**src/rtl/sort_pkg.sv**
```systemverilog
// Shared definitions for the sort host controller: default sizing and FSM state type.
package sort_pkg;

    localparam int unsigned WORD_SIZE_DEF = 4;
    localparam int unsigned DEPTH_DEF     = 8;
    localparam int unsigned TIMEOUT_DEF   = 1023;

    typedef enum logic [2:0] {
        StIdle,
        StLoad,
        StSort,
        StSend,
        StCheck,
        StDone
    } state_e;

endpackage

```
**src/rtl/sort_order_chk.sv**
```systemverilog
// Serial non-decreasing checker: one adjacent-pair comparison per enabled cycle over the buffer.
module sort_order_chk
    import sort_pkg::*;
#(
    parameter int unsigned WORD_SIZE = WORD_SIZE_DEF,
    parameter int unsigned DEPTH     = DEPTH_DEF
) (
    input  logic                            clk,
    input  logic                            rst,
    input  logic                            en,
    input  logic                            clr,
    input  logic [DEPTH-1:0][WORD_SIZE-1:0] words,
    output logic                            last,
    output logic                            err
);

    localparam int unsigned AW = $clog2(DEPTH);

    logic [AW-1:0]        idx_q, idx_d;
    logic                 err_q, err_d;
    logic [WORD_SIZE-1:0] word_a, word_b;

    always_comb begin
        word_a = words[idx_q];
        word_b = words[idx_q + 1'b1];
        last   = en && (idx_q == AW'(DEPTH - 2));

        idx_d = '0;
        if (en && !last) begin
            idx_d = idx_q + 1'b1;
        end

        err_d = err_q;
        if (clr) begin
            err_d = 1'b0;
        end else if (en && (word_a > word_b)) begin
            err_d = 1'b1;
        end
    end

    always_ff @(posedge clk) begin
        if (rst) begin
            idx_q <= '0;
            err_q <= 1'b0;
        end else begin
            idx_q <= idx_d;
            err_q <= err_d;
        end
    end

    assign err = err_q;

endmodule

```
**src/rtl/sort_host_ctrl.sv**
```systemverilog
// Host-side controller for an external sorter: loads a job, waits for the sort, reads the
// result back and checks that it is non-decreasing.
module sort_host_ctrl
    import sort_pkg::*;
#(
    parameter int unsigned WORD_SIZE = WORD_SIZE_DEF,
    parameter int unsigned DEPTH     = DEPTH_DEF,
    parameter int unsigned TIMEOUT   = TIMEOUT_DEF
) (
    input  logic                       clk,
    input  logic                       rst,
    input  logic                       start,
    input  logic                       wr_en,
    input  logic [$clog2(DEPTH)-1:0]   wr_addr,
    input  logic [WORD_SIZE-1:0]       wr_data,
    input  logic [$clog2(DEPTH)-1:0]   rd_addr,
    output logic [WORD_SIZE-1:0]       rd_data,
    output logic                       Load,
    output logic                       Sort,
    output logic                       Send,
    output logic [WORD_SIZE-1:0]       Data_in,
    input  logic                       Ready,
    input  logic                       Busy,
    input  logic                       Waiting,
    input  logic [WORD_SIZE-1:0]       Data_out,
    output logic                       busy_o,
    output logic                       done,
    output logic                       order_err,
    output logic                       timeout_err
);

    localparam int unsigned AW = $clog2(DEPTH);
    localparam int unsigned TW = $clog2(TIMEOUT + 1);

    state_e               state_q, state_d;
    logic [AW-1:0]        cnt_q, cnt_d;
    logic [TW-1:0]        wait_q, wait_d;
    logic                 load_q, load_d;
    logic                 sort_q, sort_d;
    logic                 send_q, send_d;
    logic                 done_q;
    logic                 timeout_err_q, timeout_err_d;
    logic [WORD_SIZE-1:0] data_in_q, data_in_d;
    logic                 job_we;
    logic                 chk_clr;
    logic                 chk_last;

    logic [DEPTH-1:0][WORD_SIZE-1:0] job_mem;
    logic [DEPTH-1:0][WORD_SIZE-1:0] res_mem;

    // The sorter's Busy flag carries no information beyond Sort/Waiting here.
    logic unused_busy;
    assign unused_busy = Busy;

    assign job_we = wr_en && (state_q == StIdle);

    always_comb begin
        state_d       = state_q;
        cnt_d         = cnt_q;
        wait_d        = wait_q;
        timeout_err_d = timeout_err_q;
        chk_clr       = 1'b0;

        unique case (state_q)
            StIdle: begin
                if (start && Ready) begin
                    state_d       = StLoad;
                    cnt_d         = '0;
                    timeout_err_d = 1'b0;
                    chk_clr       = 1'b1;
                end
            end
            StLoad: begin
                if (cnt_q == AW'(DEPTH - 1)) begin
                    state_d = StSort;
                    cnt_d   = '0;
                    wait_d  = '0;
                end else begin
                    cnt_d = cnt_q + 1'b1;
                end
            end
            StSort: begin
                // A Waiting sampled on the final allowed cycle still wins over the timeout.
                if (Waiting) begin
                    state_d = StSend;
                    cnt_d   = '0;
                    wait_d  = '0;
                end else if (wait_q == TW'(TIMEOUT - 1)) begin
                    state_d       = StDone;
                    timeout_err_d = 1'b1;
                end else begin
                    wait_d = wait_q + 1'b1;
                end
            end
            StSend: begin
                if (cnt_q == AW'(DEPTH - 1)) begin
                    state_d = StCheck;
                    cnt_d   = '0;
                end else begin
                    cnt_d = cnt_q + 1'b1;
                end
            end
            StCheck: begin
                if (chk_last) begin
                    state_d = StDone;
                end
            end
            StDone: begin
                state_d = StIdle;
            end
            default: begin
                state_d = StIdle;
            end
        endcase

        load_d = (state_d == StLoad);
        sort_d = (state_d == StSort);
        send_d = (state_d == StSend);

        // Forward a same-cycle write so a word written together with start is the one loaded.
        data_in_d = '0;
        if (load_d) begin
            if (job_we && (wr_addr == cnt_d)) begin
                data_in_d = wr_data;
            end else begin
                data_in_d = job_mem[cnt_d];
            end
        end
    end

    always_ff @(posedge clk) begin
        if (rst) begin
            state_q       <= StIdle;
            cnt_q         <= '0;
            wait_q        <= '0;
            load_q        <= 1'b0;
            sort_q        <= 1'b0;
            send_q        <= 1'b0;
            data_in_q     <= '0;
            done_q        <= 1'b0;
            timeout_err_q <= 1'b0;
        end else begin
            state_q       <= state_d;
            cnt_q         <= cnt_d;
            wait_q        <= wait_d;
            load_q        <= load_d;
            sort_q        <= sort_d;
            send_q        <= send_d;
            data_in_q     <= data_in_d;
            done_q        <= (state_q == StDone);
            timeout_err_q <= timeout_err_d;
        end
    end

    always_ff @(posedge clk) begin
        if (job_we) begin
            job_mem[wr_addr] <= wr_data;
        end
        if (state_q == StSend) begin
            res_mem[cnt_q] <= Data_out;
        end
    end

    sort_order_chk #(
        .WORD_SIZE (WORD_SIZE),
        .DEPTH     (DEPTH)
    ) u_order_chk (
        .clk   (clk),
        .rst   (rst),
        .en    (state_q == StCheck),
        .clr   (chk_clr),
        .words (res_mem),
        .last  (chk_last),
        .err   (order_err)
    );

    assign rd_data     = res_mem[rd_addr];
    assign Load        = load_q;
    assign Sort        = sort_q;
    assign Send        = send_q;
    assign Data_in     = data_in_q;
    assign busy_o      = (state_q != StIdle);
    assign done        = done_q;
    assign timeout_err = timeout_err_q;

endmodule

```
**config.mk**
```make
export PLATFORM = sky130hd
export DESIGN_NAME = sort_host_ctrl
export DESIGN_NICKNAME = d
export VERILOG_FILES = /design/src/rtl/sort_pkg.sv /design/src/rtl/sort_order_chk.sv /design/src/rtl/sort_host_ctrl.sv
export SDC_FILE = /design/constraint.sdc
export NUM_CORES = 1
export LEC_CHECK = 0
export ABC_CLOCK_PERIOD_IN_PS = 3600
export BUFFER_PORTS_ARGS = -buffer_cell sky130_fd_sc_hd__buf_2
export CAP_MARGIN = 40
export CORE_UTILIZATION = 60
export CTS_BUF_LIST = sky130_fd_sc_hd__clkbuf_8 sky130_fd_sc_hd__clkbuf_16
export CTS_CLUSTER_DIAMETER = 50
export DETAILED_ROUTE_END_ITERATION = 16
export HOLD_SLACK_MARGIN = 0.1
export PLACE_DENSITY = 0.8
export SLEW_MARGIN = 20
export SYNTH_ARGS = -nofsm -noshare
export SYNTH_HDL_FRONTEND = slang
export SYNTH_HIERARCHICAL = 1
export SYNTH_SLANG_ARGS = --single-unit
```
**constraint.sdc**
```tcl
create_clock -name clk -period 3.6 [get_ports clk]
set_clock_uncertainty 0.05 [all_clocks]
set_input_delay 0.36 -clock clk [delete_from_list [all_inputs] [get_ports clk]]
set_output_delay 0.36 -clock clk [all_outputs]
set_load 0.01 [all_outputs]
```
==> metrics.cfg, run 1 <==
[logic_synthesis]
synth_edf_count = 64
ys_types = 55
syn_area_per_cell_um2 = 13.2
syn-num-nets = 382
synthSimpleGateAreaFrac_pct = 14.6
synth-xor-area-share_pct = 1.70
yosysTopAreaCell = edfxtp_1
synth_adder_area_share_pct = 2.70
synth_top_area_share_pct = 41.5
synth_flop_cell = edfxtp_1
yosysSeqAreaShare_pct = 54.0
synthTopCellsByArea = edfxtp_1, dfxtp_1, mux4_2
synth_seq_cells = 93
synth-compound-area-share_pct = 7.21
yosysWarnings = 6
muxShareOfSynthArea_pct = 16.8
synth_top_family_by_area = multiplexers
ys_async_sr_fraction_pct = 0
syn_area_mm2 = 0.00463
postSynthCellCount = 351

[pwr]
leakage_uw = 0.00179
p_clk_share_pct = 32.1
p_sw_uw = 450
peakVddDrop_mv = 0.268
intPower_uw = 1470
swShare_pct = 23.5
power_density_mw_per_mm2 = 383
seqPwrFrac_pct = 60.5
pwr-share-comb_pct = 7.4

[routing]
via_count = 2954
finalWirelength_um = 8670
ant_nets = 0
wl_per_cell_um = 17.8
drc = 0
firstDrtPassIters = 5
drt_iter0_drc = 174
via_per_inst = 6.05

[clock_tree]
cts_root_buffer = clkbuf_8
cts-htree-levels = 3
postCtsSetupBuffers = 0
clk_latency_ns = 0.36
clkSinkCount = 93
clkTransAtPathRegs_ns = 0.09
tritoncts = built
clock_path_buffers = 2
hold_buffers = 0
post_cts_resize_count = 0
cts_made_buffers = 9

[cells_and_area]
area_growth_syn_to_layout_pct = 8.10
fillCellCount = 528
antenna_cells = 0
layoutNonFillerInstCount = 488
fin_nets = 415
multi_input_area_mm2 = 0.00199
regArea_mm2 = 0.00250
layout-drive-gt1-share_pct = 21.3

[timing]
min_period_ns = 2.68
rsz0062_at_grt = false
hold_viol = 0
setup_tns_ns = 0
hold_ws_ns = 0.217
maxSlewHeadroom_pct = 54.0
setup_viol = 0
max_freq_mhz = 373
slew_viol_final = 0
tightest_slew_ns = 0.686
period_share_pct = 74.4

[critical_path]
worstPathCellList = ha_1 -> ha_1 -> or4b_4 -> and2_4 -> nand3_1 -> nand2b_1 -> o41ai_2 -> o22ai_1
arrival_ns = 2.85
r2r_slack_ns = 0.92
crit_fanout = 9
critPathRequiredTime_ns = 3.77
reg2reg_depth = 8
crit_path_frequent_cell = ha_1
end_kind = flip-flop
worst-path-stages = 8
cp_top_family = simple AND/OR/NAND/NOR gates
cpPeakStageDelay_ns = 0.56
r2r-end = Data_in[2]
setup.worst_path.start_class = flip-flop
crit_path_top_delay_cell = or4b_4
crit_start = cnt_q[1]
critPathBufInv = 0
reg2reg_from = cnt_q[1]
criticalPathCategory = flip-flop to flip-flop

[global_routing]
grt_usage_pct = 22.6
grt_antenna_before_repair = 0
overflow = 0
grt_pass1_wl_um = 13900
grt_pass1_vias = 2863
grt_max_degree = 19

[hold_path]
hp-start = Data_out[2]
hold_depth = 1
holdPathEnd = res_mem[18]
hold_class = primary input to flip-flop

[run]
cap_violations = 0

[place]
dpl.hpwl_um = 6540
gp_congestion = 0.801
dp_cells = 472
io_buffer_count = 34

[floorplan]
start_util_pct = 62.9
die_h_um = 89.9
rows = 31
die_w_um = 89.9
ios = 36
die_area_mm2 = 0.00808
core-area_mm2 = 0.00737

[run_status]
status = finished, final reports clean

[cell usage after synthesis (4+ instances only)]
master	number
nand4_1	4
a22o_1	7
o21ai_0	7
and2_1	4
nor3_1	9
mux4_1	6
inv_1	11
mux2_2	5
edfxtp_1	64
mux2i_1	16
nand3b_1	4
clkbuf_1	7
mux4_2	18
nor3b_1	5
nand3_1	12
xnor2_1	4
nand2b_1	7
a21oi_1	9
nor2b_1	5
nand2_1	23
dfxtp_1	29
ha_1	10
and3_1	5
nor2_1	34
xor2_1	5
[registers in the layout (all words and copies together), names as in the netlist]
register           count
job_mem               32
wait_q                10
Load                   1
timeout_err            1
done                   1
state_q                3
Send                   1
Sort                   1
u_order_chk/err        1
u_order_chk/idx_q      3
cnt_q                  3
Data_in                4
res_mem               32
[metal layers]
metal / up-vias / GRT usage (%) / part of all wire [%]
met4: 0 / 9.41 / 2.0
met2: 83 / 36.2 / 50
met1: 1438 / 29.7 / 44
met5: - / 0 / 0
li1: 1420 / - / -
met3: 13 / 5.58 / 4.6
[stage by stage]
stage / util [%] / worst slack [ns] / area (um2) / total power [uW]
after floorplan: - / 1.01 / 4630 / 1280
after global placement: 65.7 / 0.998 / 4840 / 1320
after detailed placement: 65.7 / 0.920 / 4840 / 1330
after CTS: 68.0 / 0.912 / 5010 / 1930
after global routing: 68.0 / 0.687 / 5010 / 1990
final: 68.0 / 0.921 / 5010 / 1920
[worst max-delay path by stage]
stage / to / slack (ns)
after floorplan: u_order_chk/err / 1.01
after global placement: Data_in[0] / 1.0
after detailed placement: Data_in[2] / 0.92
after CTS: Data_in[2] / 0.91
after global routing: Data_in[2] / 0.69
final: Data_in[2] / 0.92
[cells in the final DEF (no fill, tap or decap), types with 5 or more instances in the layout]
cell type  instances
nor3b_1            5
nand2_1           23
mux4_2            18
clkbuf_8           9
inv_1             11
buf_2             34
mux4_1             6
dfxtp_1           29
a22o_1             7
and3_1             5
nand2b_1           7
o21ai_0            7
nand3_1           12
mux2i_1           16
nor3_1             9
xor2_1             5
nor2b_1            5
a21oi_1            9
ha_1              10
edfxtp_1          64
nor2_1            34
mux2_2             5
[power groups by stage]
stage	Combinational [uW]	Sequential (uW)	Clock, uW
after global routing	155	1160	678
after global placement	137	1180	0
final	142	1160	616
after CTS	143	1160	629
after detailed placement	143	1180	0
after floorplan	101	1180	0
[cell families after synthesis]
logic type,count (synthesis)
simple gates,125
buf+inv,24
mux,45
fa+ha+maj,10
flops,93
xor+xnor,9
compound gates,45
[layout make-up]
cell class              instances  area share [%]
flip-flops and latches         93            50.0
multi-input cells             234            39.8
repair buffers                 35            3.55
clock buffers                   9            2.47
well taps                      99            2.47
clock inverters                 7           0.949
inverters                      11           0.824
Power figures use the tool's default switching activity.
==> run 2, diff against run 1 <==
ABC_CLOCK_PERIOD_IN_PS = 2200   (was 3600)
CORE_UTILIZATION = 54   (was 60)
PLACE_DENSITY = 0.76   (was 0.8)
clock period = 2.2 ns   (was 3.6 ns; I/O delays follow)
==> run 2 against run 1 <==
  * The run now ends with setup timing left
  * Via count grew 7.0%
  * Count of clock-buffer cells in the layout is the same
  * Total power rose by 70%
  * Final cell count up 12%
  * Utilization shrank 0.40 points
  * Non-clock buffer count up 51
  * Fmax increased by 17%
  * Worst hold slack worse by 0.10 ns
  * Worst setup slack worse by 1.0 ns
  * Combinational power increased by 110%
  * Global-route usage up 0.062 points
  * Critical path type unchanged
  * Largest cell class unchanged
==> metrics.cfg, run 2 (synthesis gave the netlist of run 1 again) <==
[pwr]
power_density_mw_per_mm2 = 585  ; was 383 mW/mm2
seqPwrFrac_pct = 57.9  ; was 60.5%
leakage_uw = 0.00208  ; was 0.00179 uW
peakVddDrop_mv = 0.470  ; was 0.268 mV
p_clk_share_pct = 32.8  ; was 32.1%
swShare_pct = 24.5  ; was 23.5%
report.power.total_uw = 3270  ; was 1920 uW
pwr-share-comb_pct = 9.3  ; was 7.4%
intPower_uw = 2470  ; was 1470 uW
p_sw_uw = 802  ; was 450 uW

[global_routing]
grt_max_degree = 19  ; unchanged
grt.busiest_layer = met2  ; unchanged
overflow = 0  ; unchanged
grt_pass1_vias = 3004  ; was 2,863
gr-usage-met2_pct = 35.6  ; was 36.2%
grt_antenna_before_repair = 0  ; unchanged
met1_usage_pct = 31.8  ; was 29.7%
met3_usage_pct = 4.91  ; was 5.58%
grt_pass1_wl_um = 15100  ; was 13,900 um
grt_usage_pct = 22.6  ; about the same

[cells_and_area]
layoutNonFillerInstCount = 545  ; was 488
multi_input_area_mm2 = 0.00210  ; was 0.00199 mm2
post-route-util_pct = 67.6  ; was 68.0%
final_common_cell = edfxtp_1  ; unchanged
reg_top3 = job_mem x32, res_mem x32, wait_q x10  ; unchanged
layout-drive-gt1-share_pct = 33.2  ; was 21.3%
area_growth_syn_to_layout_pct = 20.4  ; was 8.10%
antenna_cells = 0  ; unchanged
fin_nets = 466  ; was 415
stdcell_area_mm2 = 0.00558  ; was 0.00501 mm2
mostFrequentLayoutCells = edfxtp_1, buf_4, nor2_1, buf_2, dfxtp_1  ; was edfxtp_1, nor2_1, buf_2
regArea_mm2 = 0.00251  ; was 0.00250 mm2
fillCellCount = 582  ; was 528

[critical_path]
setup.worst_path.start_class = flip-flop  ; unchanged
r2r-end = Data_in[2]  ; unchanged
reg2reg_from = cnt_q[1]  ; unchanged
criticalPathCategory = flip-flop to flip-flop  ; unchanged
endpoint = Data_in[2]  ; unchanged
crit_start = cnt_q[1]  ; unchanged
r2r_slack_ns = -0.1  ; was 0.92 ns
reg2reg_depth = 11  ; was 8
end_kind = flip-flop  ; unchanged
critPathRequiredTime_ns = 2.40  ; was 3.77 ns
crit_fanout = 5  ; was 9
arrival_ns = 2.50  ; was 2.85 ns

[clock_tree]
cts_root_buffer = clkbuf_8  ; unchanged
cts_made_buffers = 9  ; unchanged
tritoncts = built  ; unchanged
clock_path_buffers = 2  ; unchanged
clkTransAtPathRegs_ns = 0.09  ; about the same
clk_latency_ns = 0.36  ; about the same
cts-htree-levels = 3  ; unchanged
clkSinkCount = 93  ; unchanged

[routing]
via_count = 3160  ; was 2,954
finalWirelength_um = 9200  ; was 8670 um
ant_nets = 0  ; unchanged
drc = 0  ; unchanged
wl_per_cell_um = 16.9  ; was 17.8 um
drt_iter0_drc = 169  ; was 174
via_per_inst = 5.80  ; was 6.05
firstDrtPassIters = 4  ; was 5

[floorplan]
die_w_um = 94.6  ; was 89.9 um
ios = 36  ; unchanged
rows = 33  ; was 31
start_util_pct = 56.1  ; was 62.9%
die_h_um = 94.6  ; was 89.9 um
die_area_mm2 = 0.00896  ; was 0.00808 mm2
core-area_mm2 = 0.00826  ; was 0.00737 mm2

[run_status]
violations = setup timing
status = complete, but fails checks  ; was finished, final reports clean

[run]
cap_violations = 0  ; unchanged

[place]
placed_cell_area_mm2 = 0.00522  ; was 0.00484 mm2
io_buffer_count = 34  ; unchanged
dpl.hpwl_um = 6680  ; was 6540 um
gp_congestion = 0.836  ; was 0.801
dp_cells = 517  ; was 472

[timing]
min_period_ns = 2.30  ; was 2.68 ns
period_share_pct = 104  ; was 74.4%
maxSlewHeadroom_pct = 72.0  ; was 54.0%
hold_viol = 0  ; unchanged
slew_viol_final = 0  ; unchanged
rsz0062_at_grt = true  ; was false
setup_slack_ns = -0.0989  ; was 0.921 ns
max_freq_mhz = 435  ; was 373 MHz
tightest_slew_ns = 0.419  ; was 0.686 ns
setup_viol = 5  ; was 0

[hold_path]
hold_class = primary input to flip-flop  ; unchanged

==> run 2: power groups by stage <==
stage	Sequential, uW	Combinational [uW]	Clock, uW
3_3_place_gp	1930	260	0
6_report	1890	304	1070
2_1_floorplan	1940	169	0
5_1_grt	1890	331	1150
4_1_cts	1890	297	1090
3_5_place_dp	1930	266	0
==> run 2: area by class of cell <==
type,count,area share (%)
clock buffers,9,2.22
clock inverters,7,1.17
multi-input cells,234,37.6
repair buffers,86,10.9
well taps,105,2.35
flip-flops and latches,93,45.0
inverters,11,0.785
==> run 2: worst min-delay path by stage <==
| stage | startpoint | to | slack (ns) | depth (start not counted) |
|---|---|---|---|---|
| floorplan | rst | u_order_chk/idx_q[2] | 0.25 | 1 |
| global placement | u_order_chk/err | u_order_chk/err | 0.39 | 1 |
| detailed placement | wait_q[5] | wait_q[5] | 0.43 | 1 |
| CTS | wr_data[0] | job_mem[8] | 0.10 | 1 |
| global route | wr_data[0] | job_mem[8] | 0.12 | 1 |
| finish | wr_data[2] | job_mem[10] | 0.12 | 1 |
==> run 2: metal layers <==
metal / share of wire, % / vias up
li1: - / 1526
met1: 47 / 1557
met2: 47 / 66
met3: 3.5 / 11
met4: 1.7 / 0
met5: 0 / -
==> run 2: repair_timing <==
action / CTS / global route
setup endpoints to repair: 5 / 5
endpoints found under the hold margin: 31 / 6
setup buffers: 6 / 0
pin swaps: 8 / 7
gates resized for setup: 12 / 3
hold buffers: 5 / 1
==> run 2: stage by stage <==
stage | setup TNS (ns) | setup WS [ns] | hold slack [ns]
2_1_floorplan | -0.442 | -0.168 | 0.246
4_1_cts | -0.418 | -0.102 | 0.104
6_report | -0.397 | -0.0989 | 0.116
5_1_grt | -0.738 | -0.160 | 0.116
3_3_place_gp | -0.211 | -0.0637 | 0.392
3_5_place_dp | -0.405 | -0.0992 | 0.426
==> run 2: critical path, cell delays in order, from the launching register on <==
cell       delay, ns
dfxtp_4         0.36
ha_4            0.16
ha_4            0.15
or4b_4          0.53
and2_4          0.21
a21oi_4         0.14
buf_4           0.13
buf_4           0.09
nor3b_1         0.04
nand4bb_1       0.12
buf_6           0.14
o22ai_2         0.08
==> run 3, diff against run 2 <==
SYNTH_HIERARCHICAL = default   (was 1)
==> run 3 against run 2 <==
  * Fmax is 0.81% lower
  * Largest cell class unchanged
  * The flow still finishes with violations (setup timing)
  * Die area is 0.95% lower
  * Synthesized cell count is 1.7% lower
  * Via count rose by 1.7%
==> metrics.cfg, run 3 <==
[run_status]
status = complete, but fails checks  ; unchanged
violations = setup timing  ; unchanged

[logic_synthesis]
synth_most_common_cell = edfxtp_1  ; unchanged
synth_flop_cell = edfxtp_1  ; unchanged
yosysWarnings = 0  ; was 6
postSynthCellCount = 345  ; was 351
synth_seq_cells = 93  ; unchanged
synth_edf_count = 64  ; unchanged
yosysTopAreaCell = edfxtp_1  ; unchanged
synthTopCellsByCount = edfxtp_1, nor2_1, dfxtp_1  ; unchanged
syn_area_per_cell_um2 = 13.3  ; was 13.2 um2
ys_async_sr_fraction_pct = 0  ; unchanged
syn-num-nets = 376  ; was 382
syn_area_mm2 = 0.00459  ; was 0.00463 mm2
synth_top_area_share_pct = 41.9  ; was 41.5%
synthTopCellsByArea = edfxtp_1, dfxtp_1, mux4_2  ; unchanged
ys_types = 53  ; was 55
yosysSeqAreaShare_pct = 54.5  ; was 54.0%

[floorplan]
die_h_um = 94.2  ; was 94.6 um
ios = 36  ; unchanged
die_w_um = 94.2  ; was 94.6 um
rows = 33  ; unchanged
start_util_pct = 55.9  ; was 56.1%
core-area_mm2 = 0.00822  ; was 0.00826 mm2
die_area_mm2 = 0.00887  ; was 0.00896 mm2

[critical_path]
critPathRequiredTime_ns = 2.42  ; was 2.40 ns
critPathBufInv = 2  ; was 3
crit_fanout = 7  ; was 5
worstPathCellList = inv_4 -> ha_4 -> buf_12 -> mux4_2 -> mux2_2 -> ha_1 -> nand4_1 -> nand2_1 -> nor2_1 -> o21a_1  ; was ha_4 -> ha_4 -> or4b_4 -> and2_4 -> a21oi_4 -> buf_4 -> buf_4 -> nor3b_1 -> nand4bb_1 -> buf_6 -> o22ai_2
crit_path_top_delay_cell = dfxtp_4  ; was or4b_4
setup.worst_path.start_class = flip-flop  ; unchanged
end_kind = flip-flop  ; unchanged
arrival_ns = 2.54  ; was 2.50 ns
cp_top_family = multiplexers  ; was simple AND/OR/NAND/NOR gates
reg2reg_from = u_order_chk.idx_q[0]  ; was cnt_q[1]
criticalPathCategory = flip-flop to flip-flop  ; unchanged
cpPeakStageDelay_ns = 0.43  ; was 0.53 ns
crit_start = u_order_chk.idx_q[0]  ; was cnt_q[1]

[timing]
maxSlewHeadroom_pct = 68.0  ; was 72.0%
min_period_ns = 2.32  ; was 2.30 ns
tightest_slew_ns = 0.476  ; was 0.419 ns
setup_slack_ns = -0.118  ; was -0.0989 ns
max_freq_mhz = 431  ; was 435 MHz
setup_tns_ns = -0.127  ; was -0.397 ns
hold_ws_ns = 0.121  ; was 0.116 ns
setup_viol = 4  ; was 5
slew_viol_final = 0  ; unchanged
period_share_pct = 105  ; was 104%
hold_viol = 0  ; unchanged
rsz0062_at_grt = true  ; unchanged

[place]
dpl.hpwl_um = 7130  ; was 6680 um
gp_congestion = 0.856  ; was 0.836
dp_cells = 509  ; was 517
io_buffer_count = 34  ; unchanged

[hold_path]
hold_class = primary input to flip-flop  ; unchanged
hp-start = wr_data[1]  ; was wr_data[2]

[global_routing]
grt_antenna_before_repair = 0  ; unchanged
overflow = 0  ; unchanged
grt_max_degree = 18  ; was 19
grt_usage_pct = 24.5  ; was 22.6%
grt_pass1_vias = 3137  ; was 3,004
grt_pass1_wl_um = 15800  ; was 15,100 um

[clock_tree]
cts-htree-levels = 3  ; unchanged
clkSinkCount = 93  ; unchanged
clock_path_buffers = 2  ; unchanged
tritoncts = built  ; unchanged
clk_latency_ns = 0.37  ; was 0.36 ns
cts_root_buffer = clkbuf_8  ; unchanged
clkTransAtPathRegs_ns = 0.10  ; was 0.09 ns
cts_made_buffers = 9  ; unchanged

[cells_and_area]
fillCellCount = 561  ; was 582
mostFrequentLayoutCells = edfxtp_1, buf_4, nor2_1, buf_2, dfxtp_1  ; unchanged
reg_top3 = job_mem x32, res_mem x32, wait_q x10  ; unchanged
layout-drive-gt1-share_pct = 38.2  ; was 33.2%
final_common_cell = edfxtp_1  ; unchanged
fin_nets = 458  ; was 466
post-route-util_pct = 68.8  ; was 67.6%
antenna_cells = 0  ; unchanged
layoutNonFillerInstCount = 537  ; was 545
area_growth_syn_to_layout_pct = 23.1  ; was 20.4%

[pwr]
report.power.total_uw = 3470  ; was 3270 uW
peakVddDrop_mv = 0.434  ; was 0.470 mV
leakage_uw = 0.00214  ; was 0.00208 uW
power_density_mw_per_mm2 = 614  ; was 585 mW/mm2

[routing]
ant_nets = 0  ; unchanged
finalWirelength_um = 10200  ; was 9200 um
via_count = 3214  ; was 3,160
wl_per_cell_um = 19.0  ; was 16.9 um
firstDrtPassIters = 5  ; was 4
via_per_inst = 5.99  ; was 5.80
drc = 0  ; unchanged
drt_iter0_drc = 313  ; was 169

[run]
cap_violations = 0  ; unchanged

[run 3: changes by cell type in the layout (fill, tap and decap cells not counted), moves of 4 or more]
| cell | previous run | this run |
|---|---|---|
| nand3_1 | 11 | 7 |
| nand2_1 | 23 | 14 |
| nor3b_1 | 5 | 1 |
| nand4_1 | 4 | 9 |
| mux4_2 | 20 | 24 |
| mux4_1 | 4 | 0 |
[run 3: repair_timing]
| item | in CTS | in global routing |
|---|---|---|
| cloned | 2 | 0 |
| setup endpoints to repair | 5 | 5 |
| hold buffers | 4 | 0 |
| pin swaps | 12 | 9 |
| hold endpoints to repair | 31 | 0 |
| gates resized for setup | 20 | 12 |
| buffers inserted | 2 | 5 |
[run 3: cell families (layout without fill, tap and decap cells)]
logic type | count (synthesis) | after routing | synth area share [%]
AOI/OAI and AO/OA | 46 | 46 | 7.33
xor gates and xnor gates | 10 | 10 | 1.91
adders and majority gates | 10 | 10 | 2.73
buffers and inverters | 27 | 112 | 2.70
DFF | 93 | 93 | 54.5
muxes | 50 | 50 | 17.7
and+or+nand+nor | 109 | 111 | 13.1
[run 3: area by class of cell]
| cell class | instances | area, um2 | area share, % |
|---|---|---|---|
| Clock buffer | 9 | 124 | 2.19 |
| Timing Repair Buffer | 84 | 592 | 10.5 |
| Multi-Input combinational cell | 227 | 2140 | 37.9 |
| Inverter | 12 | 47.5 | 0.841 |
| Sequential cell | 93 | 2510 | 44.4 |
| Tap cell | 105 | 131 | 2.33 |
| Clock inverter | 7 | 104 | 1.84 |
[run 3: path summary, 6_finish.rpt]
path	end	slack, ns	cells past startpoint
worst max-delay path	u_order_chk.err	-0.12	10
worst min-delay path	job_mem[9]	0.12	1
worst max register to register	u_order_chk.err	-0.12	10
worst min register to register	timeout_err	0.42	1
[run 3: per-stage QoR]
stage	instance area (um2)	setup slack (ns)
finish	5650	-0.118
floorplan	4640	-0.268
global placement	5140	-0.195
detailed placement	5140	-0.248
global route	5650	-0.231
CTS	5540	-0.162
[run 3: per-layer routing]
layer  wire length [um]  part of all wire (%)  track usage, %
met1               4320                    42            32.1
met2               5080                    50            39.6
met3                548                   5.4            4.77
met4                246                   2.4            10.4
met5                  0                     0               0
[run 3: report_power, final]
group / total, uW / internal (uW) / switching [uW]
sequential: 1890 / 1890 / 8.13
clock: 1280 / 655 / 624
combinational: 296 / 129 / 167
[run 3: worst register-to-register path: cells and delay by family (launching register included)]
kind                       cells  cell delay (ns)
adders and majority gates      2             0.58
muxes                          2             0.59
buffers and inverters          2             0.16
DFF                            1             0.43
and+or+nand+nor                3             0.27
AOI/OAI and AO/OA              1             0.16
